## src/rtl/sample_rate_crush.sv

```systemverilog
// Decimating sample-and-hold for the crusher chain.
// Channel 0 is a CV that passes straight through and also sets the hold
// factor N. Channels 1-3 are captured on one tick out of every N and held
// in between. sample_clk is an asynchronous strobe. It is synchronised into
// clk, and the edge detector produces a registered one-clk tick.
module sample_rate_crush #(
  parameter int W           = 16,
  parameter int MAX_HOLD    = 16,
  parameter int CV_STEP     = 2000,
  parameter int SYNC_STAGES = 2
) (
  input  logic                clk,
  input  logic                rst,
  input  logic                sample_clk,
  input  logic signed [W-1:0] sample_in0,
  input  logic signed [W-1:0] sample_in1,
  input  logic signed [W-1:0] sample_in2,
  input  logic signed [W-1:0] sample_in3,
  output logic signed [W-1:0] sample_out0,
  output logic signed [W-1:0] sample_out1,
  output logic signed [W-1:0] sample_out2,
  output logic signed [W-1:0] sample_out3
);

  localparam int NW = $clog2(MAX_HOLD + 1);

  typedef enum logic [0:0] {
    WAIT_FIRST = 1'b0,
    RUN        = 1'b1
  } state_t;

  // Synchroniser and edge detector.
  logic [SYNC_STAGES-1:0] sync_q, sync_d;
  logic                   prev_q, prev_d;
  logic                   tick_q, tick_d;

  // Hold control.
  state_t        state_q, state_d;
  logic [NW-1:0] cnt_q, cnt_d;
  logic [NW-1:0] hold_n_q, hold_n_d;
  logic [NW-1:0] n_cv;

  // Held audio.
  logic signed [W-1:0] out1_q, out1_d;
  logic signed [W-1:0] out2_q, out2_d;
  logic signed [W-1:0] out3_q, out3_d;

  // Shift sample_clk through the synchroniser and register a pulse on its rising edge.
  always_comb begin
    sync_d = {sync_q[SYNC_STAGES-2:0], sample_clk};
    prev_d = sync_q[SYNC_STAGES-1];
    tick_d = sync_q[SYNC_STAGES-1] & ~prev_q;
  end

  // Map the CV to N with a comparator chain: each threshold k*CV_STEP that is
  // reached raises N to k+1. Zero and negative CV pass no threshold, so they leave N = 1.
  always_comb begin
    int cv_int;
    cv_int = int'(sample_in0);
    n_cv   = NW'(1);
    for (int k = 1; k < MAX_HOLD; k++) begin
      if (cv_int >= k * CV_STEP) begin
        n_cv = NW'(k + 1);
      end
    end
  end

  // Hold FSM. A tick either captures and reloads the counter, or counts the hold down.
  always_comb begin
    state_d  = state_q;
    cnt_d    = cnt_q;
    hold_n_d = hold_n_q;
    out1_d   = out1_q;
    out2_d   = out2_q;
    out3_d   = out3_q;
    if (tick_q) begin
      if (state_q == WAIT_FIRST || cnt_q == '0) begin
        out1_d   = sample_in1;
        out2_d   = sample_in2;
        out3_d   = sample_in3;
        hold_n_d = n_cv;
        cnt_d    = n_cv - NW'(1);
        state_d  = RUN;
      end else begin
        cnt_d = cnt_q - NW'(1);
      end
    end
  end

  // State registers. Reset takes priority over a coincident tick.
  always_ff @(posedge clk) begin
    if (rst) begin
      sync_q   <= '0;
      prev_q   <= 1'b0;
      tick_q   <= 1'b0;
      state_q  <= WAIT_FIRST;
      cnt_q    <= '0;
      hold_n_q <= NW'(1);
      out1_q   <= '0;
      out2_q   <= '0;
      out3_q   <= '0;
    end else begin
      sync_q   <= sync_d;
      prev_q   <= prev_d;
      tick_q   <= tick_d;
      state_q  <= state_d;
      cnt_q    <= cnt_d;
      hold_n_q <= hold_n_d;
      out1_q   <= out1_d;
      out2_q   <= out2_d;
      out3_q   <= out3_d;
    end
  end

  assign sample_out0 = sample_in0;
  assign sample_out1 = out1_q;
  assign sample_out2 = out2_q;
  assign sample_out3 = out3_q;

endmodule

```

## config.mk

```make
export PLATFORM = sky130hd
export DESIGN_NAME = sample_rate_crush
export DESIGN_NICKNAME = d
export VERILOG_FILES = /design/src/rtl/sample_rate_crush.sv
export SDC_FILE = /design/constraint.sdc
export NUM_CORES = 1
export LEC_CHECK = 0
export CAP_MARGIN = 40
export CORE_MARGIN = 1
export CORE_UTILIZATION = 45
export DETAILED_ROUTE_END_ITERATION = 10
export PLACE_DENSITY = 0.89
export REMOVE_ABC_BUFFERS = 1
export SETUP_SLACK_MARGIN = 0.3
export SYNTH_ARGS = -nofsm -noshare
export SYNTH_HDL_FRONTEND = slang
export SYNTH_SLANG_ARGS = --single-unit
```

## constraint.sdc

```tcl
create_clock -name clk -period 5 [get_ports clk]
set_clock_uncertainty 0.05 [all_clocks]
set_input_delay 0.75 -clock clk [delete_from_list [all_inputs] [get_ports clk]]
set_output_delay 0.75 -clock clk [all_outputs]
set_load 0.01 [all_outputs]
```

==> results.toml <==
[drt]
post_drt_wl_per_cell_um = 14.6
post-route-drc-count = 0
drtPass1Iterations = 4
wl_um = 7900
drtIter0Drc = 175
dr_total_vias = 2896
drtAntennaViolNets = 0
avgViaCountPerCell = 5.36

[pwr]
finalPower_mw = 1.09
cellPowerDensity_nw_per_um2 = 263
peakVddDrop_v = 0.000244
p_leak_nw = 1.41

[synthesis]
synth_area_leaders = "dfxtp_1 (40%), nand2_1 (14%), a21oi_1 (9.7%)"
syn-cell-area_um2 = 2880
synth_edf_count = 0
yosys.area.top_type_share_pct = 40.3
ys_seq_area_share_pct = 40.3
async_reset_ff_share_pct = 0
ys_warn_count = 0
yosysTopAreaCell = "dfxtp_1"
ys_types = 58
synth_seq_cells = 58
syn_area_per_cell_um2 = 7.79
synthCells = 370
ys.flop_type = "dfxtp_1"

[place]
dp_hpwl_um = 5520
portBuffers = 122
gp_congestion = 0.883

[cts]
hold_buffers = 0
cts_resized = 0
clock_latency_ns = 0.33
cts_sinks = 58
htreeDepth = 3
clockBufferDepth = 2
numCtsBuffers = 9
ctsRootBufferMaster = "clkbuf_8"
post_cts_buffers = 0
cts_tree = "built"
path_clk_slew_ns = 0.06

[sta]
hold_viol = 0
slew_viol_final = 0
finalSetupTns_ns = 0
worstMarginPinSlew_ns = 0.908
rsz0062_at_grt = "false"
layout_min_cycle_time_ns = 3.31
max_freq_ghz = 0.302
slew_headroom_pct = 39.5
min_period_over_period_pct = 66.1
whs_ns = 0.335
finalSetupViolCount = 0

[outcome]
status = "finished, final reports clean"

[hold_path]
min_path_type = "flip-flop to flip-flop"
holdCritStartpoint = "prev_q$_SDFF_PP0_"

[setup_path]
crit_start = "sample_in0[11]"
worstSetupPathType = "input pin to flip-flop"
end_kind = "flip-flop"
regToRegStartpoint = "cnt_q[4]$_SDFFE_PP0P_"
critical_path_arrival_ns = 3.45
crit_path_max_fanout = 17
start_kind = "input pin"
cp.required_ns = 5.14

[cells_and_area]
final_nets = 528
n_antenna_cell = 0
fillCellCount = 462
drive_gt1_share_pct = 7.53
areaGrowthSynthToFinish_pct = 44.4

[floorplan]
ioPinCount = 131
start_util_pct = 47.6
core_area_um2 = 6060
die-area_um2 = 6730
die_h_um = 82.0
die_w_um = 82.0
rows = 28

[global_route]
first_global_vias = 2626
gr-usage-all-layers_pct = 24.1
grt_overflow = 0
antenna_found_initial = 0
grt_start_max_net_pins = 49
grt_pass1_wl_um = 12300

[flow_run]
cap_viol_max_count = 0
==> placed cells by master (no fill, tap or decap), drive strengths merged, types with 3 or more instances in the layout <==
cell type and count:
clkbuf 11, nand3 5, nor2 14, o31a 4, dfxtp 58, a31oi 4, nand2 104, a31o 3
clkinv 3, clkdlybuf4s50 121, nor2b 5, a211oi 7, nor4 3, a21oi 56, nand2b 3, o31ai 4
buf 3, nor3 3, and2 3, o21ai 10, inv 7
==> Yosys cell counts (2+ instances only) <==
master and count:
a211o_1 2, a211oi_1 7, a21oi_1 56, a31o_2 2
a31oi_1 3, and2_2 2, buf_2 11, buf_4 17
buf_6 3, clkbuf_1 14, dfxtp_1 58, inv_1 7
nand2_1 104, nand2b_1 3, nand3_1 5, nand4_1 2
nor2_1 14, nor2b_1 5, nor3_1 3, nor4_1 3
o21ai_0 7, o21ai_1 2, o31a_1 3, o31ai_1 3
==> sequential cells by signal, summed over array words and instances (netlist names) <==
signal,cells
sample_out1,16
sample_out2,16
sample_out3,16
cnt_q,5
sync_q,2
prev_q,1
state_q,1
tick_q,1
==> report_power, final <==
group          total, mW  leakage [nW]  switching, mW  internal, mW
clock              0.436         0.105          0.181         0.254
combinational      0.179         0.833         0.0824        0.0965
sequential         0.480         0.470        0.00679         0.473
total               1.09          1.41          0.270         0.824
==> stage by stage <==
stage               worst slack, ns  util [%]  instance area, um^2  cells
floorplan                      2.44         -                 2610    325
global placement               1.42      64.9                 3930    523
detailed placement             1.37      65.3                 3960    524
CTS                            1.72      68.7                 4160    540
global route                   1.43      68.7                 4160    540
finish                         1.69      68.7                 4160    540
==> critical path: stages <==
cell and delay [ns]:
clkdlybuf4s50_1 0.86, and4b_4 0.30, a31oi_2 0.27, o21ai_0 0.13, a211oi_1 0.26, o21a_1 0.22
inv_1 0.06, ha_1 0.22, and3_1 0.15, o21ai_1 0.13, a21oi_1 0.08
==> cells by family (layout without fill, tap and decap cells) <==
group / count (synthesis) / count (layout) / share of synthesized area (%)
AOI/OAI and AO/OA: 106 / 106 / 24.9
adders and majority gates: 1 / 1 / 0.434
buffers and inverters: 52 / 147 / 10.2
DFF: 58 / 58 / 40.3
and+or+nand+nor: 153 / 153 / 24.2
==> final timing paths <==
check | end | slack, ns | cells past startpoint
min | tick_q$_SDFF_PP0_ | 0.33 | 1
max reg2reg | cnt_q[2]$_SDFFE_PP0P_ | 2.50 | 10
min reg2reg | tick_q$_SDFF_PP0_ | 0.33 | 1
max | cnt_q[2]$_SDFFE_PP0P_ | 1.69 | 11
==> layout make-up <==
class | instances | area, um^2 | share of cell area [%]
well taps | 75 | 93.8 | 2.25
multi-input cells | 260 | 1430 | 34.3
repair buffers | 124 | 1250 | 30.1
clock buffers | 11 | 151 | 3.64
clock inverters | 5 | 52.6 | 1.26
flip-flops and latches | 58 | 1160 | 27.9
inverters | 7 | 26.3 | 0.631
==> routing by layer <==
layer,wire [um],track usage [%]
met1,3190,28.2
met5,0,0
met2,3790,38.1
met3,780,9.89
met4,138,11.6
Note: power is estimated with default switching activity, not from simulation.
